[config.mk]
export PLATFORM = sky130hd
export DESIGN_NAME = cfg_bus_master_flat
export DESIGN_NICKNAME = d
export VERILOG_FILES = /design/src/rtl/cfg_bus_pkg.sv /design/src/rtl/cfg_bus_master_if.sv /design/src/rtl/cfg_bus_master.sv /design/src/flat_wrapper.sv
export SDC_FILE = /design/constraint.sdc
export NUM_CORES = 1
export LEC_CHECK = 0
export ABC_AREA = 1
export BUFFER_PORTS_ARGS = -buffer_cell sky130_fd_sc_hd__buf_2
export CAP_MARGIN = 10
export CORE_UTILIZATION = 49
export DETAILED_ROUTE_END_ITERATION = 8
export PLACE_DENSITY = 0.91
export SYNTH_ARGS = -nofsm -noshare
export SYNTH_HDL_FRONTEND = slang
export SYNTH_SLANG_ARGS = --single-unit
[constraint.sdc]
create_clock -name clk -period 3.14 [get_ports clk]
set_input_delay 0.157 -clock clk [delete_from_list [all_inputs] [get_ports clk]]
set_output_delay 0.157 -clock clk [all_outputs]
set_load 0.1 [all_outputs]
[src/rtl/cfg_bus_pkg.sv]
// cfg_bus_pkg: shared types for the configuration-bus master.
// Holds the FSM state encoding, the captured-command and response records,
// and the poll-compare helper used when CFG_MASTER_POLL_EN is defined.
package cfg_bus_pkg;

    localparam int unsigned CFG_ADDR_WIDTH = 32;
    localparam int unsigned CFG_DATA_WIDTH = 32;
    localparam int unsigned CFG_BE_WIDTH   = CFG_DATA_WIDTH / 8;

    typedef enum logic [1:0] {
        IDLE,
        ISSUE,
        WAIT,
        RESP
    } state_t;

    // Command as captured at acceptance; later cmd_* changes do not reach the bus.
    typedef struct packed {
        logic                      we;
        logic [CFG_ADDR_WIDTH-1:0] addr;
        logic [CFG_BE_WIDTH-1:0]   be;
        logic [CFG_DATA_WIDTH-1:0] wdata;
        logic                      poll;
        logic [CFG_DATA_WIDTH-1:0] mask;
    } cfg_cmd_t;

    typedef struct packed {
        logic [CFG_DATA_WIDTH-1:0] rdata;
        logic                      err;
    } cfg_rsp_t;

    // True when every masked bit of rdata equals the corresponding bit of value.
    function automatic logic poll_match(input logic [CFG_DATA_WIDTH-1:0] rdata,
                                        input logic [CFG_DATA_WIDTH-1:0] value,
                                        input logic [CFG_DATA_WIDTH-1:0] mask);
        return ((rdata ^ value) & mask) == '0;
    endfunction

endpackage

[src/rtl/cfg_bus_master_if.sv]
// cfg_bus_master_if: command, response and en/addr/we/be/wdata/rdata bus
// signals of the configuration-bus master. The master modport is the
// initiator's view; the slave modport is the view of whatever sits across it.
// cmd_poll/cmd_mask exist only when CFG_MASTER_POLL_EN is defined.
interface cfg_bus_master_if #(
    parameter int unsigned ADDR_WIDTH = 32,
    parameter int unsigned DATA_WIDTH = 32
);
    localparam int unsigned BE_WIDTH = DATA_WIDTH / 8;

    // Command channel
    logic                  cmd_valid;
    logic                  cmd_ready;
    logic                  cmd_we;
    logic [ADDR_WIDTH-1:0] cmd_addr;
    logic [BE_WIDTH-1:0]   cmd_be;
    logic [DATA_WIDTH-1:0] cmd_wdata;
`ifdef CFG_MASTER_POLL_EN
    logic                  cmd_poll;
    logic [DATA_WIDTH-1:0] cmd_mask;
`endif

    // Configuration bus
    logic                  en;
    logic                  we;
    logic [ADDR_WIDTH-1:0] addr;
    logic [BE_WIDTH-1:0]   be;
    logic [DATA_WIDTH-1:0] wdata;
    logic [DATA_WIDTH-1:0] rdata;

    // Response channel
    logic                  rsp_valid;
    logic                  rsp_ready;
    logic [DATA_WIDTH-1:0] rsp_rdata;
    logic                  rsp_err;

    modport master (
        input  cmd_valid, output cmd_ready,
        input  cmd_we, cmd_addr, cmd_be, cmd_wdata,
        output en, we, addr, be, wdata,
        input  rdata,
        output rsp_valid, input rsp_ready, output rsp_rdata, rsp_err
`ifdef CFG_MASTER_POLL_EN
        , input cmd_poll, cmd_mask
`endif
    );

    modport slave (
        output cmd_valid, input cmd_ready,
        output cmd_we, cmd_addr, cmd_be, cmd_wdata,
        input  en, we, addr, be, wdata,
        output rdata,
        input  rsp_valid, output rsp_ready, input rsp_rdata, rsp_err
`ifdef CFG_MASTER_POLL_EN
        , output cmd_poll, cmd_mask
`endif
    );

endinterface

[src/rtl/cfg_bus_master.sv]
// cfg_bus_master: single-outstanding initiator for the accelerator's
// configuration bus. Accepts one command, checks its address, issues one
// registered en cycle (plus one WAIT cycle for a registered slave), and
// returns one response held until rsp_ready.
// Optional feature: define CFG_MASTER_POLL_EN for masked-compare polling reads.
module cfg_bus_master
    import cfg_bus_pkg::*;
#(
    parameter int unsigned ADDR_WIDTH    = CFG_ADDR_WIDTH,
    parameter int unsigned DATA_WIDTH    = CFG_DATA_WIDTH,
    parameter int unsigned N_CTRL_WORDS  = 4,
    parameter int unsigned N_STAT_WORDS  = 4,
    parameter int unsigned READ_LATENCY  = 1,
    parameter int unsigned POLL_MAX_ITER = 256
) (
    input  logic             clk,
    input  logic             arst_n,
    cfg_bus_master_if.master bus
);

    localparam int unsigned BE_WIDTH = DATA_WIDTH / 8;
    localparam int unsigned N_WORDS  = N_CTRL_WORDS + N_STAT_WORDS;

    state_t                state_q;
    cfg_cmd_t              cmd_q;
    cfg_cmd_t              cmd_d;
    cfg_rsp_t              rsp_q;
    logic                  rsp_valid_q;
    logic                  en_q;
    logic                  we_q;
    logic [ADDR_WIDTH-1:0] addr_q;
    logic [BE_WIDTH-1:0]   be_q;
    logic [DATA_WIDTH-1:0] wdata_q;

    logic                  cmd_err_d;   // command rejected at acceptance
    logic                  read_done_d; // bus rdata is valid this cycle
    logic                  read_err_d;  // sampled read ends in an error response
    logic                  poll_retry_d;

`ifdef CFG_MASTER_POLL_EN
    localparam int unsigned ITER_WIDTH = $clog2(POLL_MAX_ITER + 1);
    logic [ITER_WIDTH-1:0] iter_q;      // non-matching reads so far
`endif

    // Not every captured field is consumed in every build (be, mask, poll).
    logic unused_cmd_q;
    assign unused_cmd_q = ^cmd_q;

    // Capture record, address check and read-completion decode.
    always_comb begin
        // NOTE: every always_comb output gets a default first so no path leaves it unassigned (no latch).
        cmd_d        = '0;
        cmd_err_d    = 1'b0;
        read_err_d   = 1'b0;
        poll_retry_d = 1'b0;

        cmd_d.we    = bus.cmd_we;
        cmd_d.addr  = CFG_ADDR_WIDTH'(bus.cmd_addr);
        cmd_d.be    = bus.cmd_we ? CFG_BE_WIDTH'(bus.cmd_be) : '0;
        cmd_d.wdata = CFG_DATA_WIDTH'(bus.cmd_wdata);
`ifdef CFG_MASTER_POLL_EN
        cmd_d.poll  = bus.cmd_poll;
        cmd_d.mask  = CFG_DATA_WIDTH'(bus.cmd_mask);
`endif

        // Status words are read-only, so writes have the smaller legal window.
        if (bus.cmd_we) cmd_err_d = bus.cmd_addr >= ADDR_WIDTH'(N_CTRL_WORDS);
        else            cmd_err_d = bus.cmd_addr >= ADDR_WIDTH'(N_WORDS);
`ifdef CFG_MASTER_POLL_EN
        if (bus.cmd_we && bus.cmd_poll) cmd_err_d = 1'b1;
`endif

        // A combinational slave answers in ISSUE; a registered one in WAIT.
        read_done_d = (state_q == WAIT) ||
                      (state_q == ISSUE && !cmd_q.we && READ_LATENCY == 0);

`ifdef CFG_MASTER_POLL_EN
        if (cmd_q.poll && !poll_match(CFG_DATA_WIDTH'(bus.rdata), cmd_q.wdata, cmd_q.mask)) begin
            poll_retry_d = iter_q != ITER_WIDTH'(POLL_MAX_ITER - 1);
            read_err_d   = !poll_retry_d;
        end
`endif
    end

    // Transaction FSM with registered bus and response outputs.
    always_ff @(posedge clk or negedge arst_n) begin
        if (!arst_n) begin
            state_q     <= IDLE;
            cmd_q       <= '0;
            rsp_q       <= '0;
            rsp_valid_q <= 1'b0;
            en_q        <= 1'b0;
            we_q        <= 1'b0;
            addr_q      <= '0;
            be_q        <= '0;
            wdata_q     <= '0;
`ifdef CFG_MASTER_POLL_EN
            iter_q      <= '0;
`endif
        end else begin
            // NOTE: sequential state uses non-blocking assignments so every register sees pre-edge values.
            // The bus idles unless a cycle is launched below.
            en_q    <= 1'b0;
            we_q    <= 1'b0;
            addr_q  <= '0;
            be_q    <= '0;
            wdata_q <= '0;

            case (state_q)
                IDLE: begin
                    if (bus.cmd_valid) begin
                        cmd_q <= cmd_d;
`ifdef CFG_MASTER_POLL_EN
                        iter_q <= '0;
`endif
                        if (cmd_err_d) begin
                            state_q     <= RESP;
                            rsp_valid_q <= 1'b1;
                            rsp_q       <= '{rdata: '0, err: 1'b1};
                        end else begin
                            state_q <= ISSUE;
                            en_q    <= 1'b1;
                            we_q    <= cmd_d.we;
                            addr_q  <= ADDR_WIDTH'(cmd_d.addr);
                            be_q    <= BE_WIDTH'(cmd_d.be);
                            wdata_q <= cmd_d.we ? DATA_WIDTH'(cmd_d.wdata) : '0;
                        end
                    end
                end

                ISSUE, WAIT: begin
                    if (cmd_q.we) begin
                        state_q     <= RESP;
                        rsp_valid_q <= 1'b1;
                        rsp_q       <= '0;
                    end else if (!read_done_d) begin
                        state_q <= WAIT;
                    end else if (poll_retry_d) begin
                        // Relaunch the same read the cycle after the sample.
`ifdef CFG_MASTER_POLL_EN
                        iter_q <= iter_q + ITER_WIDTH'(1);
`endif
                        state_q <= ISSUE;
                        en_q    <= 1'b1;
                        addr_q  <= ADDR_WIDTH'(cmd_q.addr);
                    end else begin
                        state_q     <= RESP;
                        rsp_valid_q <= 1'b1;
                        rsp_q.rdata <= CFG_DATA_WIDTH'(bus.rdata);
                        rsp_q.err   <= read_err_d;
                    end
                end

                RESP: begin
                    if (bus.rsp_ready) begin
                        state_q     <= IDLE;
                        rsp_valid_q <= 1'b0;
                        rsp_q       <= '0;
                    end
                end

                default: state_q <= IDLE;
            endcase
        end
    end

    assign bus.cmd_ready = (state_q == IDLE);
    assign bus.en        = en_q;
    assign bus.we        = we_q;
    assign bus.addr      = addr_q;
    assign bus.be        = be_q;
    assign bus.wdata     = wdata_q;
    assign bus.rsp_valid = rsp_valid_q;
    assign bus.rsp_rdata = DATA_WIDTH'(rsp_q.rdata);
    assign bus.rsp_err   = rsp_q.err;

endmodule
[src/flat_wrapper.sv]
// flat-port wrapper written by rule: the top's interface ports become plain ports
module cfg_bus_master_flat import cfg_bus_pkg::*;
#(
    parameter int unsigned ADDR_WIDTH    = CFG_ADDR_WIDTH,
    parameter int unsigned DATA_WIDTH    = CFG_DATA_WIDTH,
    parameter int unsigned N_CTRL_WORDS  = 4,
    parameter int unsigned N_STAT_WORDS  = 4,
    parameter int unsigned READ_LATENCY  = 1,
    parameter int unsigned POLL_MAX_ITER = 256
)
  (clk, arst_n, bus_cmd_valid, bus_cmd_ready, bus_cmd_we, bus_cmd_addr, bus_cmd_be, bus_cmd_wdata, bus_en, bus_we, bus_addr, bus_be, bus_wdata, bus_rdata, bus_rsp_valid, bus_rsp_ready, bus_rsp_rdata, bus_rsp_err);
  cfg_bus_master_if #(.ADDR_WIDTH(ADDR_WIDTH), .DATA_WIDTH(DATA_WIDTH)) bus_i ();
  input  logic clk;
  input  logic arst_n;
  input wire logic [$bits(bus_i.cmd_valid)-1:0] bus_cmd_valid;
  output wire logic [$bits(bus_i.cmd_ready)-1:0] bus_cmd_ready;
  input wire logic [$bits(bus_i.cmd_we)-1:0] bus_cmd_we;
  input wire logic [$bits(bus_i.cmd_addr)-1:0] bus_cmd_addr;
  input wire logic [$bits(bus_i.cmd_be)-1:0] bus_cmd_be;
  input wire logic [$bits(bus_i.cmd_wdata)-1:0] bus_cmd_wdata;
  output wire logic [$bits(bus_i.en)-1:0] bus_en;
  output wire logic [$bits(bus_i.we)-1:0] bus_we;
  output wire logic [$bits(bus_i.addr)-1:0] bus_addr;
  output wire logic [$bits(bus_i.be)-1:0] bus_be;
  output wire logic [$bits(bus_i.wdata)-1:0] bus_wdata;
  input wire logic [$bits(bus_i.rdata)-1:0] bus_rdata;
  output wire logic [$bits(bus_i.rsp_valid)-1:0] bus_rsp_valid;
  input wire logic [$bits(bus_i.rsp_ready)-1:0] bus_rsp_ready;
  output wire logic [$bits(bus_i.rsp_rdata)-1:0] bus_rsp_rdata;
  output wire logic [$bits(bus_i.rsp_err)-1:0] bus_rsp_err;
  assign bus_i.cmd_valid = bus_cmd_valid;
  assign bus_cmd_ready = bus_i.cmd_ready;
  assign bus_i.cmd_we = bus_cmd_we;
  assign bus_i.cmd_addr = bus_cmd_addr;
  assign bus_i.cmd_be = bus_cmd_be;
  assign bus_i.cmd_wdata = bus_cmd_wdata;
  assign bus_en = bus_i.en;
  assign bus_we = bus_i.we;
  assign bus_addr = bus_i.addr;
  assign bus_be = bus_i.be;
  assign bus_wdata = bus_i.wdata;
  assign bus_i.rdata = bus_rdata;
  assign bus_rsp_valid = bus_i.rsp_valid;
  assign bus_i.rsp_ready = bus_rsp_ready;
  assign bus_rsp_rdata = bus_i.rsp_rdata;
  assign bus_rsp_err = bus_i.rsp_err;
  cfg_bus_master #(.ADDR_WIDTH(ADDR_WIDTH), .DATA_WIDTH(DATA_WIDTH), .N_CTRL_WORDS(N_CTRL_WORDS), .N_STAT_WORDS(N_STAT_WORDS), .READ_LATENCY(READ_LATENCY), .POLL_MAX_ITER(POLL_MAX_ITER)) u_core (.clk(clk), .arst_n(arst_n), .bus(bus_i));
endmodule
======== Word-level counts from Yosys, hierarchy flattened ========
Index checks and enable logic that the tools add are counted.
W data, S select, Z words.
storage, ports and cells
  flip-flop bits (word level) ............. 107
  latch bits .............................. 0
  memory bits (writable) .................. 0
  bits in read-only memories .............. 0
  input port bits ......................... 105
  output and inout port bits .............. 105
  logic and storage cells ................. 60
  memories ................................ 0
operators by class
  $add $sub $neg .......................... 0
  multiply operators ...................... 0
  divide/modulo/power cells ............... 0
  $lt $le $gt $ge ......................... 2
  equal/unequal tests ..................... 7
  shifts and indexed selects .............. 0
  mux-type cells .......................... 36
  bitwise logic cells ..................... 0
  reductions and logical operators ........ 5
operator list
  kind                   count
  $mux W32               7
  $mux W33               5
  $pmux W33 S3           1
  $ge A32 B3 Y1 const B  1
  $ge A32 B4 Y1 const B  1
  $mux W4                4
  $mux W1                13
  $mux W2                4
  $pmux W2 S3            1
  $eq A2 B2 Y1 const B   2
  $ne A2 B2 Y1 const B   2
  $reduce_and A2 Y1      2
  $reduce_and A4 Y1      1
  $ne A3 B1 Y1 const B   1
  $pmux W1 S3            1
  $eq A2 B1 Y1 const B   1
  $logic_not A2 Y1       1
  $ne A2 B1 Y1 const B   1
  $reduce_or A2 Y1       1

======== Longest topological paths before layout ========
  word-level depth ........................ 5
  depth in mapped cells ................... 10
  mapped depth without buffers ............ 9

======== Worst setup path after synthesis ========
OpenSTA, ideal clock, no wires.
  kind .................................... register to register
  start ................................... reg u_core.state_q[0]
  end ..................................... reg u_core.rsp_q (netlist bit u_core.bus.rsp_rdata[14])
  library setup time ...................... 0.122 ns
  arrival time ............................ 2.248 ns
  data required time ...................... 3.018 ns
  slack ................................... 0.770 ns
  stages on the path, launching flop included .. 10
  buffers on the path ..................... 2
  period minus slack after synthesis ...... 2.370 ns
  cells stage by stage .................... dfrtp_1 > inv_1 > ha_1 > inv_1 > o22ai_1 > inv_1 > buf_2 > buf_2 > nand4_1 > nand2_1
RTL lines
  element                                                        line                   text
  start: declaration                                             cfg_bus_master.sv:24   state_t state_q;
  start signal: assignment                                       cfg_bus_master.sv:88   state_q <= IDLE;
  start signal: assignment                                       cfg_bus_master.sv:117  state_q <= RESP;
  start signal: assignment                                       cfg_bus_master.sv:121  state_q <= ISSUE;
  $logic_not A2 Y1 *                                             --
  named net bus_cmd_ready                                        flat_wrapper.sv:16     output wire logic [$bits(bus_i.cmd_ready)-1:0] bus_cmd_ready;
  $ne A2 B1 Y1 (no source line) or $ne A2 B2 Y1 (tied branches)  --
  $reduce_and A4 Y1 (no source line)                             --
  end signal: assignment                                         cfg_bus_master.sv:119  rsp_q <= '{rdata: '0, err: 1'b1};
  end: declaration                                               cfg_bus_master.sv:27   cfg_rsp_t rsp_q;
Mark *: on every way through the listed nets, which the timed path passes. The rest lies on a longest branch.
A chain may end at the register's enable or synchronous reset.

======== Worst setup path after layout ========
  start ................................... reg u_core.state_q[0]
  end ..................................... reg u_core.rsp_q (netlist bit u_core.bus.rsp_rdata[10])
on the way
  cells in the longest elaborated chain, start to end .. 4
ends and longest elaborated chain
  element                                       line                   text
  $eq A2 B1 Y1 or $eq A2 B2 Y1 (tied branches)  --
  $reduce_or A2 Y1                              cfg_bus_master.sv:109  case (state_q)
  $ne A3 B1 Y1 (no source line)                 --
  $reduce_and A4 Y1 (no source line)            --
Parallel ways exist; a longest one is shown, timed or not.

==> impl_metrics.yaml <==
detailed_routing:
  wl_met3_um: 620
  wl_met1_um: 3850
  wl_per_cell_um: 12.9
  wl_um: 10500
  top_layer: "met4"
  num_vias: 3778
  firstDrtPassIters: 6
  drtIter0Drc: 115
  drc_errors: 0
  viasPerCell: 4.64
  ant_nets: 0
  wl_met2_um: 5730
floorplan:
  io_pins: 210
  start_util: 0.505
  core_mm2: 0.00818
  die_h_um: 93.8
  chipWidth_um: 93.8
  row_count: 33
  dieArea_mm2: 0.00880
worst_setup_path:
  r2r_cells: 8
  crit_path_end_kind: "flip-flop"
  timing_worst_setup_path_type: "flip-flop to flip-flop"
  cp.arrival_ns: 2.45
  cp-start-kind: "flip-flop"
  critPathMaxFanout: 31
  critPathRequiredTime_ns: 3.43
run_status:
  violations: "negative hold slack"
  status: "finished, violations left"
sta:
  skew_ns: 0.0158
  slew-limit-headroom: 0.272
  finalHoldViolCount: 7
  hold_slack_ns: -0.0124
  timing.fmax_ghz: 0.464
  fin_crit_ns: 2.16
  tns_ns: 0
  min_period_over_period: 0.687
  setup_viol: 0
  drv_slew: 0
  worst_slew_pin_slew_ns: 1.09
  rsz0062_at_grt: "no"
power:
  switching_power_uw: 2320
  powerDensity_mw_per_mm2: 787
  p_int_uw: 2300
  p_sw_frac: 0.503
  seq_power_share: 0.351
  vdd_drop_max_mv: 0.885
  leakage_uw: 0.00369
  pwr-share-clk: 0.179
  combPwrFrac: 0.470
clock_tree:
  cts_tree: "done"
  cts_buffers: 9
  path_clk_slew_ns: 0.11
  postCtsSetupBuffers: 0
  cts.sinks: 107
  h-tree-depth: 3
  clk_latency_ns: 0.36
  clockRootBuffer: "clkbuf_8"
  cts_buffer_depth: 2
finish:
  drive_above_1_share: 0.327
  fin_cells: 815
  final_cell_area_mm2: 0.00587
  layout.nets: 814
  final_cell_mix: "buf_2, dfrtp_1, nor2_1"
  n_antenna_cell: 0
  fin_util: 0.718
  syn_to_final_growth_pct: 42.2
  final_common_cell: "buf_2"
yosys:
  yosys.area.top_type_share: 0.648
  synthesis.instances: 438
  ys_types: 19
  syn_area_mm2: 0.00413
  netlist_top_cells_area: "dfrtp_1, nor2_1, nand2_1"
  avgSynthCellArea_um2: 9.43
  synth_warnings: 0
  synth_seq_area_share: 0.648
  ys_ff_latch: 107
  synth_top_area_cell: "dfrtp_1"
place:
  dp_hpwl_um: 6860
  port_buffers: 209
  placed_cell_area_mm2: 0.00532
  placed_cells: 764
  gp_congestion: 0.757
global_route:
  grt_pass1_wl_um: 16200
  grt_max_degree: 92
  track_usage: 0.241
  gr-total-overflow: 0
  antenna_found_initial: 0
  grt_pass1_vias: 3591
min_path:
  min_path_type: "input port to async pin"
job:
  cap_violations: 0
## Yosys cell counts
| master | count |
|---|---|
| dfrtp_1 | 107 |
| nor2_1 | 93 |
| nand2_1 | 86 |
| inv_1 | 82 |
| nand4_1 | 34 |
| buf_2 | 9 |
| clkbuf_1 | 7 |
| ha_1 | 4 |
| buf_8 | 3 |
| o21ai_0 | 3 |
| nand3_1 | 2 |
| a21oi_1 | 1 |
| conb_1 | 1 |
| nand2_2 | 1 |
| nand2_4 | 1 |
| nand3_4 | 1 |
| nor2_4 | 1 |
| o221ai_1 | 1 |
| o22ai_1 | 1 |
## layout make-up
cell class / instances / area (um2)
clock inverter: 7 / 76.3
tap: 105 / 131
sequential: 107 / 2680
timing repair buffer: 247 / 1420
multi-input combinational: 258 / 1130
inverter: 82 / 308
clock buffer: 9 / 124
fill: 641 / 2300
## critical path: stages, from the launching register on
cell and delay (ns):
dfrtp_1 0.39, inv_1 0.09, ha_1 0.31, inv_1 0.07
nor2_1 0.12, nand2_1 0.59, nor2_1 0.30, nand4_1 0.13
nand2_1 0.10
## stage by stage
stage	setup slack (ns)	power (uW)	hold slack [ns]
5_1_grt	0.794	4880	0.00574
2_1_floorplan	0.770	3430	-0.139
4_1_cts	0.971	4650	0.00261
3_5_place_dp	1.00	3780	0.372
3_3_place_gp	1.17	3710	0.366
6_report	0.984	4620	-0.0124
## power groups by stage
| stage | logic [uW] | clock network [uW] | registers [uW] |
|---|---|---|---|
| 6_report | 2170 | 827 | 1620 |
| 5_1_grt | 2320 | 920 | 1640 |
| 4_1_cts | 2170 | 855 | 1620 |
| 3_5_place_dp | 2130 | 0 | 1650 |
| 3_3_place_gp | 2070 | 0 | 1640 |
| 2_1_floorplan | 863 | 0 | 2570 |
## final timing paths
| path | startpoint | to | slack (ns) |
|---|---|---|---|
| max in group asynchronous | arst_n | u_core.bus.rsp_valid | 2.27 |
| min reg2reg | u_core.bus.rsp_rdata[2] | u_core.bus.rsp_rdata[2] | 0.49 |
| max reg2reg | u_core.state_q[0] | u_core.bus.rsp_rdata[10] | 0.98 |
| min in group clk | bus_cmd_wdata[24] | u_core.bus.wdata[24] | 0.03 |
| max | u_core.state_q[0] | u_core.bus.rsp_rdata[10] | 0.98 |
| min | arst_n | u_core.bus.rsp_rdata[18] | -0.01 |
## logic make-up after synthesis
group           Yosys count  share of synthesized area
fa+ha+maj                 4                     0.0121
simple gates            219                      0.228
flops                   107                      0.648
buf+inv                 101                      0.103
other cells               1                   0.000908
compound gates            6                    0.00848
## flip-flops by register name, indices dropped and copies added (netlist names)
name,flops
u_core.bus.rsp_err,1
u_core.bus.wdata,32
u_core.state_q,2
u_core.bus.addr,32
u_core.bus.be,4
u_core.bus.en,1
u_core.bus.rsp_valid,1
u_core.cmd_q,1
u_core.bus.we,1
u_core.bus.rsp_rdata,32
## per-layer routing
layer	GRT usage	up-vias
li1	-	1809
met1	0.280	1763
met2	0.427	174
met3	0.0429	32
met4	0.121	0
met5	0	-
## what timing repair did
action / in CTS / in global routing
hold buffers: 34 / 1
resized for setup: 0 / 0
endpoints found under the hold margin: 34 / 1
Power figures use the tool's default switching activity.
